[config.mk]
export PLATFORM = sky130hd
export DESIGN_NAME = rvv_lsu_responder
export DESIGN_NICKNAME = d
export VERILOG_FILES = /design/src/rtl/rvv_lsu_responder_pkg.sv /design/src/rtl/rvv_lsu_fifo.sv /design/src/rtl/rvv_lsu_responder.sv
export SDC_FILE = /design/constraint.sdc
export NUM_CORES = 1
export LEC_CHECK = 0
export CORE_ASPECT_RATIO = 0.75
export CORE_MARGIN = 8
export CORE_UTILIZATION = 45
export DETAILED_ROUTE_END_ITERATION = 8
export GPL_TIMING_DRIVEN = 0
export HOLD_SLACK_MARGIN = 0.12
export PLACE_DENSITY = 0.68
export SLEW_MARGIN = 30
export SYNTH_ARGS = -nofsm -noshare
export SYNTH_HDL_FRONTEND = slang
export SYNTH_SLANG_ARGS = --single-unit
export TNS_END_PERCENT = 5
[constraint.sdc]
create_clock -name clk -period 17.6 [get_ports clk]
set_clock_uncertainty 0.05 [all_clocks]
set_input_delay 4.4 -clock clk [delete_from_list [all_inputs] [get_ports clk]]
set_output_delay 4.4 -clock clk [all_outputs]
set_load 0.005 [all_outputs]
[src/rtl/rvv_lsu_responder_pkg.sv]
// Shared types for the RVV<->LSU uop responder: queued command/uop records,
// responder FSM states and the masked-load byte merge.
package rvv_lsu_responder_pkg;

  localparam int unsigned VLEN_BYTES = 16;
  localparam int unsigned LSU_AW     = 32;

  typedef struct packed {
    logic [LSU_AW-1:0] addr;
    logic              store;
    logic [4:0]        vd;
    logic              last;
  } lsu_cmd_t;

  typedef struct packed {
    logic                      idx_valid;
    logic                      vreg_valid;
    logic [VLEN_BYTES*8-1:0]   vreg_data;
    logic                      v0_valid;
    logic [VLEN_BYTES-1:0]     v0_data;
  } lsu_uop_t;

  typedef enum logic [1:0] {
    ST_IDLE,
    ST_REQ,
    ST_WAIT,
    ST_WB
  } lsu_resp_state_e;

  // Active bytes take the memory data; inactive bytes keep the old destination.
  function automatic logic [VLEN_BYTES*8-1:0] merge_load(
    input logic [VLEN_BYTES*8-1:0] rsp,
    input logic [VLEN_BYTES*8-1:0] old,
    input logic [VLEN_BYTES-1:0]   strb
  );
    logic [VLEN_BYTES*8-1:0] m;
    for (int unsigned b = 0; b < VLEN_BYTES; b++) begin
      m[b*8 +: 8] = strb[b] ? rsp[b*8 +: 8] : old[b*8 +: 8];
    end
    return m;
  endfunction

endpackage

[src/rtl/rvv_lsu_fifo.sv]
// Parameterized synchronous FIFO; pointers carry one extra wrap bit so the
// occupancy is simply wptr - rptr.
module rvv_lsu_fifo #(
  parameter type         T     = logic,
  parameter int unsigned DEPTH = 4
) (
  input  logic clk,
  input  logic rstn,
  input  logic push,
  input  T     din,
  output logic full,
  input  logic pop,
  output T     dout,
  output logic empty
);

  localparam int unsigned PW = $clog2(DEPTH);
  localparam logic [PW:0] FULL_CNT = DEPTH[PW:0];

  T            mem [DEPTH];
  logic [PW:0] wptr;
  logic [PW:0] rptr;
  logic [PW:0] count;
  logic        do_push;
  logic        do_pop;

  assign count   = wptr - rptr;
  assign empty   = (count == '0);
  assign full    = (count == FULL_CNT);
  // A pop in the same cycle frees the slot, so a full FIFO still takes the push.
  assign do_push = push && (!full || pop);
  assign do_pop  = pop && !empty;
  assign dout    = mem[rptr[PW-1:0]];

  always_ff @(posedge clk or negedge rstn) begin
    if (!rstn) begin
      wptr <= '0;
      rptr <= '0;
    end else begin
      if (do_push) wptr <= wptr + 1'b1;
      if (do_pop)  rptr <= rptr + 1'b1;
    end
  end

  always_ff @(posedge clk) begin
    if (do_push) mem[wptr[PW-1:0]] <= din;
  end

endmodule

[src/rtl/rvv_lsu_responder.sv]
// LSU-lane endpoint of the RVV uop interface: pairs a vector uop with a scalar
// command, issues one 128-bit memory beat and returns load data or a store "last".
module rvv_lsu_responder
  import rvv_lsu_responder_pkg::*;
#(
  parameter int unsigned UOP_DEPTH = 4,
  parameter int unsigned CMD_DEPTH = 4,
  parameter int unsigned AW        = 32
) (
  input  logic          clk,
  input  logic          rstn,
  input  logic          uop_valid_i,
  output logic          uop_ready_o,
  input  logic          uop_idx_valid_i,
  input  logic          uop_vreg_valid_i,
  input  logic [4:0]    uop_vreg_addr_i,
  input  logic [127:0]  uop_vreg_data_i,
  input  logic          uop_v0_valid_i,
  input  logic [15:0]   uop_v0_data_i,
  input  logic          cmd_valid_i,
  output logic          cmd_ready_o,
  input  logic [AW-1:0] cmd_addr_i,
  input  logic          cmd_store_i,
  input  logic [4:0]    cmd_vd_i,
  input  logic          cmd_last_i,
  output logic          mem_req_valid_o,
  input  logic          mem_req_ready_i,
  output logic [AW-1:0] mem_addr_o,
  output logic          mem_we_o,
  output logic [127:0]  mem_wdata_o,
  output logic [15:0]   mem_wstrb_o,
  input  logic          mem_rsp_valid_i,
  input  logic [127:0]  mem_rsp_data_i,
  output logic          wb_valid_o,
  output logic [4:0]    wb_addr_o,
  output logic [127:0]  wb_data_o,
  output logic          wb_last_o,
  input  logic          wb_ready_i,
  output logic          err_o
);

  lsu_uop_t        uop_in, uop_head, uop_q;
  lsu_cmd_t        cmd_in, cmd_head, cmd_q;
  lsu_resp_state_e state, state_nxt;
  logic            uop_full, uop_empty, uop_push;
  logic            cmd_full, cmd_empty, cmd_push;
  logic            pair;
  logic [15:0]     strb_q;
  logic [127:0]    merged_q;
  logic            err_q;
  logic            unused_bits;

  assign uop_ready_o = !uop_full;
  assign cmd_ready_o = !cmd_full;
  assign uop_push    = uop_valid_i && uop_ready_o;
  assign cmd_push    = cmd_valid_i && cmd_ready_o;
  assign pair        = (state == ST_IDLE) && !uop_empty && !cmd_empty;
  assign strb_q      = uop_q.v0_valid ? uop_q.v0_data : '1;
  assign err_o       = err_q;
  assign unused_bits = ^{uop_vreg_addr_i, uop_q.idx_valid, cmd_q.addr};

  always_comb begin
    uop_in            = '0;
    uop_in.idx_valid  = uop_idx_valid_i;
    uop_in.vreg_valid = uop_vreg_valid_i;
    uop_in.vreg_data  = uop_vreg_data_i;
    uop_in.v0_valid   = uop_v0_valid_i;
    uop_in.v0_data    = uop_v0_data_i;
    cmd_in            = '0;
    cmd_in.addr[AW-1:0] = cmd_addr_i;
    cmd_in.store      = cmd_store_i;
    cmd_in.vd         = cmd_vd_i;
    cmd_in.last       = cmd_last_i;
  end

  rvv_lsu_fifo #(.T(lsu_uop_t), .DEPTH(UOP_DEPTH)) u_uop_fifo (
    .clk   (clk),
    .rstn  (rstn),
    .push  (uop_push),
    .din   (uop_in),
    .full  (uop_full),
    .pop   (pair),
    .dout  (uop_head),
    .empty (uop_empty)
  );

  rvv_lsu_fifo #(.T(lsu_cmd_t), .DEPTH(CMD_DEPTH)) u_cmd_fifo (
    .clk   (clk),
    .rstn  (rstn),
    .push  (cmd_push),
    .din   (cmd_in),
    .full  (cmd_full),
    .pop   (pair),
    .dout  (cmd_head),
    .empty (cmd_empty)
  );

  always_ff @(posedge clk or negedge rstn) begin
    if (!rstn) state <= ST_IDLE;
    else       state <= state_nxt;
  end

  always_ff @(posedge clk or negedge rstn) begin
    if (!rstn) begin
      cmd_q    <= '0;
      uop_q    <= '0;
      merged_q <= '0;
      err_q    <= 1'b0;
    end else begin
      if (pair) begin
        cmd_q <= cmd_head;
        uop_q <= uop_head;
      end
      if (state == ST_WAIT && mem_rsp_valid_i && !cmd_q.store) begin
        merged_q <= merge_load(mem_rsp_data_i,
                               uop_q.vreg_valid ? uop_q.vreg_data : mem_rsp_data_i,
                               strb_q);
      end
      if (uop_push && uop_idx_valid_i) err_q <= 1'b1;
    end
  end

  always_comb begin
    state_nxt       = state;
    mem_req_valid_o = 1'b0;
    mem_addr_o      = '0;
    mem_we_o        = 1'b0;
    mem_wdata_o     = '0;
    mem_wstrb_o     = '0;
    wb_valid_o      = 1'b0;
    wb_addr_o       = '0;
    wb_data_o       = '0;
    wb_last_o       = 1'b0;
    case (state)
      ST_IDLE: begin
        if (pair) state_nxt = ST_REQ;
      end
      ST_REQ: begin
        mem_req_valid_o = 1'b1;
        mem_addr_o      = cmd_q.addr[AW-1:0];
        mem_we_o        = cmd_q.store;
        if (cmd_q.store) begin
          mem_wdata_o = uop_q.vreg_data;
          mem_wstrb_o = strb_q;
        end else begin
          mem_wstrb_o = '1;
        end
        if (mem_req_ready_i) state_nxt = ST_WAIT;
      end
      ST_WAIT: begin
        if (mem_rsp_valid_i) begin
          if (!cmd_q.store || cmd_q.last) state_nxt = ST_WB;
          else                            state_nxt = ST_IDLE;
        end
      end
      ST_WB: begin
        wb_valid_o = 1'b1;
        if (cmd_q.store) begin
          wb_last_o = 1'b1;
        end else begin
          wb_addr_o = cmd_q.vd;
          wb_data_o = merged_q;
        end
        if (wb_ready_i) state_nxt = ST_IDLE;
      end
      default: state_nxt = ST_IDLE;
    endcase
  end

endmodule

==> summary.txt, run 1 <==
GRT
  – Vias in the first global route: 26300
  – First-pass GRT wire length: 176 mm
  – Initial antenna violation count: 38
  – Largest net degree at the start of global routing: 73
  – GRT overflow: 0
  – Total GRT Usage: 22.9%

Place
  – Placed Area: 51100 sq um
  – Routability cong.: 0.883
  – IO Port Bufs: 636
  – DP Cell Count: 4289
  – Dpl hpwl: 87.7 mm

Drt
  – Final WL: 122 mm
  – Routed vias: 24800
  – Vias per std cell: 5.49
  – DRT Pass-1 Iters: 5
  – DR WL/cell: 27.1 um
  – Iter 0 DRT Violations: 1727
  – Antenna Nets Post-Route: 0
  – DR DRC count: 0

Synth
  – Syn_area_per_cell: 17.8 sq um
  – Syn_nets: 2728
  – Yosys warns: 0
  – FF+latch count, synth: 1068
  – Seq/Total Area, Yosys: 71.6%
  – Synth area leaders: edfxtp_1 (52%), dfrtp_1 (19%), mux4_2 (9.8%), mux2_2 (5.0%), mux2i_1 (3.0%)
  – Unique cell type count in the Yosys netlist: 28
  – Post-Syn Area: 42500 sq um
  – Synth Instances: 2388
  – Largest area contributor in the netlist: edfxtp_1
  – Top-area cell type share of the netlist area: 52.3%

CTS
  – CTS tree: built
  – Hold-fix buffers, CTS: 0
  – Post-CTS Resized: 0
  – Clk sinks: 1068
  – Worst skew pair latency: 0.70 ns
  – Setup bufs post-CTS: 0
  – Number of CTS-inserted buffers: 104
  – Clock slew seen by the registers of the worst setup and hold paths: 0.06 ns
  – Clock root buffer: clkbuf_16
  – Clock Path Buffers: 3
  – H-tree lvl count: 3

Power and ir drop
  – Clk pwr share: 23.6%
  – Sequential share of power: 39.6%
  – Net Switching: 3.15 mW
  – PwrDens: 181 nW/um^2
  – Int Pwr: 6.77 mW
  – Gate power share: 36.8%
  – Static leakage power: 20.5 nW
  – Sw frac: 31.8%
  – VDD IR max: 117 uV

Setup path
  – Worst path cell trace: clkbuf_1, nor2b_2, buf_2, clkbuf_1, and2_1, clkdlybuf4s50_1
  – CP Depth: 6
  – Worst r2r dst: u_uop_fifo.mem[2][62]$_DFFE_PP_
  – Cell mode on critical path: clkbuf_1
  – Slowest-stage cell, CP: nor2b_2
  – R2R setup slack: 12.83 ns
  – Setup CP Type: register to output pin
  – Reg-to-Reg Start: u_uop_fifo.rptr[1]$_DFFE_PN0P_
  – R2r worst-path depth: 11
  – Critical path fanouts, max: 11
  – Data arrival, critical path: 4.42 ns
  – CP required: 13.15 ns
  – Crit-path leading delay family: buffers and inverters
  – Crit. End Element: output pin
  – Critical Path Max Stage Delay: 0.84 ns
  – Worst path bufs/invs: 4
  – Crit path launch type: register

Cells and area
  – Share of cells above drive strength 1: 19.9%
  – Post-route cell area: 54800 sq um
  – Synthesis-to-finish area growth: 29.0%
  – Cell Count, Final, Fillers Out: 4513
  – Register Area: 30400 sq um
  – Area of the multi-input gates: 11300 sq um
  – FILL cells: 7016
  – Final #Nets: 3498

Hold path
  – Min-Delay Path Class: register to register
  – Hold wc startpoint: err_o$_DFFE_PN0P_
  – Hold EP: err_o$_DFFE_PN0P_
  – Cell count of the worst hold path: 1

Die
  – Die W: 371 um
  – Die area: 105000 sq um
  – Initial Util: 45.5%
  – Row count: 97
  – Die Ht: 282 um
  – Total core area: 93500 sq um
  – IO Pins: 642

STA
  – Fmax: 0.113 GHz
  – Crit path time final: 8.87 ns
  – Final hold vios: 0
  – Setup violations, final: 0
  – Fin crit share: 50.4%
  – Worst-Margin Slew: 1.01 ns
  – Slew HR: 32.9%
  – Final setup TNS: 0 ns
  – Slew Viols, Final: 0
  – RSZ-0062 raised after global routing: false

Run
  – Max cap viols: 0

Status
  – Status: finished, final reports clean
[power by group through the flow]
stage / registers [mW] / clock network (mW) / logic [mW]
2_1_floorplan: 3.85 / 0 / 2.21
3_3_place_gp: 4.05 / 0 / 3.51
3_5_place_dp: 3.97 / 0 / 3.69
4_1_cts: 3.92 / 2.39 / 3.72
5_1_grt: 4.00 / 2.48 / 3.93
6_report: 3.93 / 2.34 / 3.65
[routing by layer]
metal / vias to the layer above / global-route usage [%] / part of all wire, %
li1: 10700 / - / -
met1: 12900 / 30.3 / 40
met2: 911 / 36.7 / 48
met3: 234 / 6.54 / 8.3
met4: 24 / 7.26 / 3.1
met5: - / 0 / 0.12
[metrics by stage]
stage               utilization, %  hold WS, ns  power, mW  setup WS [ns]
detailed placement            54.7        0.412       7.67           9.42
global placement              53.9        0.398       7.56          -4.42
finish                        58.7        0.423       9.92           8.73
floorplan                        -        0.401       6.06           8.80
global route                  58.7        0.446       10.4           8.56
CTS                           58.6        0.429       10.0           8.66
[flip-flops by register name (all words and copies together), names as in the netlist]
name / cells
u_uop_fifo.mem: 584
u_cmd_fifo.mem: 156
uop_q: 146
merged_q: 128
cmd_q: 39
u_cmd_fifo.rptr: 3
u_cmd_fifo.wptr: 3
u_uop_fifo.rptr: 3
u_uop_fifo.wptr: 3
state: 2
err_o: 1
[cell usage in the layout, fill, tap and decap left out, drive strengths merged]
cell	count
nand2	9
a21o	1
dfrtp	328
xnor2	8
a31oi	2
mux2	187
nor2b	7
o21ai	4
clkdlybuf4s50	635
nand3	2
o211ai	1
mux2i	128
clkinv	41
and2	175
o21a	16
a21oi	128
nor2	132
ha	14
xor2	4
diode	27
or2	16
buf	77
bufinv	15
and3	129
edfxtp	740
inv	13
clkbuf	248
o221ai	1
nand3b	2
mux4	185
clkinvlp	1
[cell usage after synthesis, drive strengths merged]
master,count
a21oi,128
a21o,1
o21ai,4
or2,16
buf,48
a31oi,2
nand2,9
clkbuf,111
xor2,4
o211ai,1
ha,14
mux2,187
and3,129
dfrtp,328
nand3b,2
inv,10
mux2i,128
nand3,2
and2,175
edfxtp,740
o21a,16
mux4,185
nor2,132
o221ai,1
xnor2,8
nor2b,7
[worst register-to-register path, stage by stage (launching register included)]
cell	delay, ns
dfrtp_1	0.49
buf_2	0.37
buf_1	0.55
inv_1	0.11
ha_1	0.22
nor2b_1	0.13
xnor2_1	0.22
a31oi_1	0.82
and2_4	0.61
buf_12	0.28
buf_16	0.27
buf_16	0.31
[worst max-delay path by stage]
stage                               startpoint                              to  slack [ns]
after floorplan                    uop_valid_i  u_uop_fifo.mem[3][0]$_DFFE_PP_        8.80
after global placement                    rstn           uop_q[55]$_DFFE_PN0P_       -4.42
after detailed placement  cmd_q[6]$_DFFE_PN0P_                  wb_data_o[126]        9.42
after CTS                 cmd_q[6]$_DFFE_PN0P_                  wb_data_o[126]        8.66
after global routing      cmd_q[6]$_DFFE_PN0P_                  wb_data_o[126]        8.56
final                     cmd_q[6]$_DFFE_PN0P_                   wb_data_o[92]        8.73
[area by class of cell]
type,instances,area share [%]
timing repair buffer,664,12.9
multi-input combinational,1151,20.6
inverter,10,0.0685
clock inverter,60,1.41
antenna,27,0.123
tap,1237,2.82
sequential,1068,55.5
buffer,159,1.44
clock buffer,137,5.21
[kinds of logic (layout without fill, tap and decap cells)]
| logic type | after synthesis | after routing | synth area share [%] |
|---|---|---|---|
| DFF | 1068 | 1068 | 71.6 |
| xor gates and xnor gates | 12 | 12 | 0.247 |
| buffers and inverters | 169 | 1030 | 1.91 |
| and+or+nand+nor | 472 | 472 | 6.12 |
| muxes | 500 | 500 | 17.8 |
| AOI/OAI and AO/OA | 153 | 153 | 1.94 |
| adders and majority gates | 14 | 14 | 0.412 |
| other | 0 | 27 | 0 |
Note: power is estimated with default switching activity, not from simulation.
==> run 2, diff against run 1 <==
PLACE_DENSITY = 0.71   (was 0.68)
clock period = 7.5 ns   (was 17.6 ns; I/O delays follow)
==> summary.txt, run 2 (same netlist as run 1, synthesis figures left out) <==
Cells and area
  – Most frequent cells in the layout: edfxtp_1 (740), clkdlybuf4s50_1 (635), dfrtp_1 (328)
  – Max FFs per register: 584
  – Final Util: 58.6%
  – Most common cell after layout, fill and taps aside: edfxtp_1
  – Share of cells above drive strength 1: 19.6%
  – Synthesis-to-finish area growth: 28.8%
  – Final #Nets: 3496
  – Cell Count, Final, Fillers Out: 4494

Place
  – Routability cong.: 0.898
  – Dpl hpwl: 87.5 mm
  – IO Port Bufs: 636
  – DP Cell Count: 4288

GRT
  – Initial antenna violation count: 22
  – First-pass GRT wire length: 177 mm
  – GRT overflow: 0
  – Largest net degree at the start of global routing: 78
  – Total GRT Usage: 22.9%
  – Vias in the first global route: 26400

Die
  – Row count: 97
  – IO Pins: 642
  – Die Ht: 282 um
  – Die W: 371 um
  – Initial Util: 45.5%
  – Total core area: 93500 sq um
  – Die area: 105000 sq um

STA
  – Setup violations, final: 0
  – Slew Viols, Final: 0
  – RSZ-0062 raised after global routing: false
  – Worst-Margin Slew: 0.941 ns
  – Fin crit share: 83.9%
  – Crit path time final: 6.29 ns
  – Final hold vios: 0
  – Fmax: 0.159 GHz
  – Slew HR: 37.3%

CTS
  – Clk sinks: 1068
  – Number of CTS-inserted buffers: 103
  – Clock slew seen by the registers of the worst setup and hold paths: 0.06 ns
  – Clock Path Buffers: 3
  – Hold-fix buffers, CTS: 0
  – Worst skew pair latency: 0.69 ns
  – CTS tree: built
  – Post-CTS Resized: 0
  – Setup bufs post-CTS: 0
  – Clock root buffer: clkbuf_16
  – H-tree lvl count: 3

Run
  – Max cap viols: 0

Power and ir drop
  – Gate power share: 37.0%
  – Sequential share of power: 39.8%
  – VDD IR max: 229 uV
  – PwrDens: 424 nW/um^2
  – Sw frac: 31.8%
  – Net Switching: 7.38 mW
  – Total Power: 23.2 mW
  – Static leakage power: 20.5 nW
  – Clk pwr share: 23.3%
  – Int Pwr: 15.8 mW

Drt
  – Final WL: 122 mm
  – Routed vias: 24900
  – DR DRC count: 0
  – Iter 0 DRT Violations: 2029
  – Antenna Nets Post-Route: 0
  – DRT Pass-1 Iters: 5
  – DR WL/cell: 27.2 um
  – Vias per std cell: 5.54

Setup path
  – CP required: 5.58 ns
  – Worst r2r dst: u_uop_fifo.mem[3][71]$_DFFE_PP_
  – Reg-to-Reg Start: u_uop_fifo.rptr[1]$_DFFE_PN0P_
  – Crit path launch type: register
  – Crit. End Element: output pin
  – Data arrival, critical path: 4.37 ns
  – Critical path fanouts, max: 10
  – R2R setup slack: 3.19 ns
  – Setup CP Type: register to output pin
  – R2r worst-path depth: 10

Hold path
  – Cell count of the worst hold path: 1
  – Min-Delay Path Class: register to register
  – Hold EP: err_o$_DFFE_PN0P_
  – Hold wc startpoint: err_o$_DFFE_PN0P_

Status
  – Status: finished, final reports clean
[run 2: cell types whose count changed in the layout (fill, tap and decap cells not counted), sizes merged]
cell / previous run / this run
diode: 27 / 10
clkinv: 41 / 29
clkbuf: 248 / 258
bufinv: 15 / 12
clkinvlp: 1 / 4
buf: 77 / 76
inv: 13 / 14
[run 2: how the worst max path moves through the flow]
stage                               from                        endpoint  slack (ns)  cells past startpoint
floorplan                    uop_valid_i  u_uop_fifo.mem[3][0]$_DFFE_PP_        1.22                      3
global placement                    rstn        merged_q[45]$_DFFE_PN0P_      -11.70                      1
detailed placement  cmd_q[6]$_DFFE_PN0P_                   wb_data_o[95]        1.90                      6
CTS                 cmd_q[6]$_DFFE_PN0P_                   wb_data_o[95]        1.12                      6
global route        cmd_q[6]$_DFFE_PN0P_                   wb_data_o[95]        1.01                      6
finish              cmd_q[6]$_DFFE_PN0P_                   wb_data_o[95]        1.21                      6
[run 2: through the flow]
| step | setup slack, ns | setup TNS, ns | cell area (sq um) | hold slack [ns] |
|---|---|---|---|---|
| after detailed placement | 1.90 | 0 | 51200 | 0.398 |
| after floorplan | 1.22 | 0 | 42500 | 0.401 |
| final | 1.21 | 0 | 54700 | 0.413 |
| after global routing | 1.01 | 0 | 54700 | 0.449 |
| after CTS | 1.12 | 0 | 54700 | 0.413 |
| after global placement | -11.70 | -5345.38 | 50400 | 0.401 |
[run 2: worst max-delay path: stages, from the launching register on]
cell and delay [ns]:
dfrtp_1 0.35, clkbuf_1 0.39, nor2b_2 0.80, buf_2 0.71, clkbuf_1 0.56, and2_1 0.29, clkdlybuf4s50_1 0.53
[run 2: power by group through the flow]
stage / Combinational [mW] / Clock, mW / Sequential [mW]
2_1_floorplan: 5.20 / 0 / 9.03
3_3_place_gp: 8.19 / 0 / 9.52
3_5_place_dp: 8.67 / 0 / 9.33
4_1_cts: 8.73 / 5.50 / 9.23
5_1_grt: 9.20 / 5.73 / 9.39
6_report: 8.58 / 5.40 / 9.24
[run 2: cell type report]
cell class,count,area (sq um)
Inverter,10,37.5
Timing Repair Buffer,663,7080
Fill cell,6896,38700
Clock inverter,49,616
Multi-Input combinational cell,1151,11300
Clock buffer,147,2940
Antenna cell,10,25.0
Tap cell,1237,1550
Buffer,159,791
Sequential cell,1068,30400
[run 2: layer usage]
layer / GRT usage, % / routed length [um]
met1: 30.3 / 50100
met2: 38.4 / 60500
met3: 5.64 / 8650
met4: 5.39 / 2730
met5: 0 / 139
==> run 3, diff against run 2 <==
clock period = 5.4 ns   (was 7.5 ns; I/O delays follow)
==> summary.txt, run 3 (same netlist as run 1, synthesis figures left out) <==
Die
  – Die Ht: 282 um
  – Die area: 105000 sq um
  – Total core area: 93500 sq um
  – Row count: 97
  – Die W: 371 um
  – Initial Util: 45.5%
  – IO Pins: 642

Setup path
  – CP Depth: 7
  – R2r worst-path depth: 10
  – Crit-path leading delay family: buffers and inverters
  – Slowest-stage cell, CP: clkdlybuf4s50_1
  – Crit path launch type: register
  – Data arrival, critical path: 3.86 ns
  – Critical Path Max Stage Delay: 0.61 ns
  – R2R setup slack: 1.14 ns
  – Worst path cell trace: nor2b_1, clkbuf_1, clkbuf_2, buf_16, clkbuf_1, and3_1, clkdlybuf4s50_1
  – Worst path bufs/invs: 5
  – Setup CP Type: register to output pin
  – CP required: 4.00 ns
  – Cell mode on critical path: clkbuf_1
  – Crit. End Element: output pin
  – Critical path fanouts, max: 10

Power and ir drop
  – Clk pwr share: 23.9%
  – Gate power share: 36.6%
  – PwrDens: 592 nW/um^2
  – Sequential share of power: 39.5%
  – VDD IR max: 369 uV
  – Total Power: 32.5 mW
  – Static leakage power: 20.5 nW
  – Int Pwr: 22.2 mW
  – Sw frac: 31.8%
  – Net Switching: 10.4 mW

STA
  – Final hold vios: 0
  – RSZ-0062 raised after global routing: false
  – Crit path time final: 5.26 ns
  – Setup violations, final: 0
  – Final setup TNS: 0 ns
  – Slew Viols, Final: 0
  – Fmax: 0.190 GHz
  – Worst-Margin Slew: 0.966 ns
  – Fin crit share: 97.4%
  – Slew HR: 35.6%
  – Final worst slack: 0.138 ns

Place
  – Routability cong.: 0.876
  – IO Port Bufs: 636
  – Dpl hpwl: 87.6 mm
  – Dpl ws: 0.366 ns

CTS
  – Clock slew seen by the registers of the worst setup and hold paths: 0.06 ns
  – Clock root buffer: clkbuf_16
  – Clk sinks: 1068
  – Setup bufs post-CTS: 0
  – CTS tree: built
  – H-tree lvl count: 3
  – Number of CTS-inserted buffers: 104
  – Clock Path Buffers: 3
  – Worst skew pair latency: 0.69 ns

Cells and area
  – Share of cells above drive strength 1: 20.1%
  – Final #Nets: 3499
  – Most frequent cells in the layout: edfxtp_1 (740), clkdlybuf4s50_1 (635), dfrtp_1 (328)
  – Synthesis-to-finish area growth: 29.4%
  – FILL cells: 6952
  – Max FFs per register: 584
  – Most common cell after layout, fill and taps aside: edfxtp_1

GRT
  – Total GRT Usage: 22.7%
  – Vias in the first global route: 26400
  – Initial antenna violation count: 43
  – Largest net degree at the start of global routing: 75
  – First-pass GRT wire length: 175 mm
  – GRT overflow: 0

Drt
  – DRT Pass-1 Iters: 7
  – Iter 0 DRT Violations: 1771
  – Vias per std cell: 5.47
  – DR DRC count: 0
  – DR WL/cell: 26.9 um
  – Routed vias: 24800
  – Antenna Nets Post-Route: 0
  – Final WL: 122 mm

Hold path
  – Min-Delay Path Class: primary input to async pin

Run
  – Max cap viols: 0

Status
  – Status: finished, final reports clean
-- run 3: cell type report --
type	instances	area [sq um]	area share [%]
well taps	1237	1550	2.81
clock buffers	135	2850	5.18
multi-input cells	1151	11300	20.5
plain buffers	158	788	1.43
flip-flops and latches	1068	30400	55.3
inverters	10	37.5	0.0683
repair buffers	666	7100	12.9
diodes	37	92.6	0.168
clock inverters	63	873	1.59
-- run 3: power groups by stage --
| stage | Combinational (mW) | Sequential, mW | Clock (mW) |
|---|---|---|---|
| 2_1_floorplan | 7.22 | 12.5 | 0 |
| 3_3_place_gp | 11.4 | 13.2 | 0 |
| 3_5_place_dp | 12.0 | 13.0 | 0 |
| 4_1_cts | 12.1 | 12.8 | 7.92 |
| 5_1_grt | 12.8 | 13.1 | 8.23 |
| 6_report | 11.9 | 12.9 | 7.78 |
-- run 3: final timing paths --
kind                                                startpoint                              end
worst max-delay path                      state[1]$_DFFE_PN0P_                  mem_wdata_o[95]
worst min-delay path                                      rstn        merged_q[111]$_DFFE_PN0P_
worst max register to register  u_uop_fifo.rptr[1]$_DFFE_PN0P_  u_uop_fifo.mem[1][63]$_DFFE_PP_
worst min register to register               err_o$_DFFE_PN0P_                err_o$_DFFE_PN0P_
max in group asynchronous                                 rstn            uop_q[50]$_DFFE_PN0P_
min in group clk                             err_o$_DFFE_PN0P_                err_o$_DFFE_PN0P_
-- run 3: timing repair --
action	CTS	global route
endpoints found under the setup margin	21	1
endpoints found under the hold margin	0	0
hold buffers	0	0
resized for setup	2	2
-- run 3: per-layer routing --
layer | vias to the layer above | GRT usage [%] | routed length [um]
met5 | - | 0 | 116
met4 | 20 | 9.64 | 4560
met3 | 224 | 6.02 | 8300
met2 | 888 | 36.7 | 59600
met1 | 12900 | 29.1 | 49300
li1 | 10700 | - | -
-- run 3: metrics by stage --
stage	utilization [%]	instance area (sq um)	instances	hold WS, ns
global placement	53.9	50400	4261	0.397
detailed placement	54.8	51200	4291	0.401
finish	58.8	55000	4525	0.386
global route	58.8	55000	4520	0.336
CTS	58.7	54900	4488	0.330
floorplan	-	42500	2388	0.401
-- run 3: worst register-to-register path: stages, from the launching register on --
cell     delay, ns
dfrtp_1       0.40
buf_2         0.31
buf_1         0.55
inv_1         0.11
ha_1          0.22
nor2b_1       0.13
xnor2_1       0.22
a31oi_1       0.76
and2_4        0.55
buf_16        0.29
buf_12        0.31
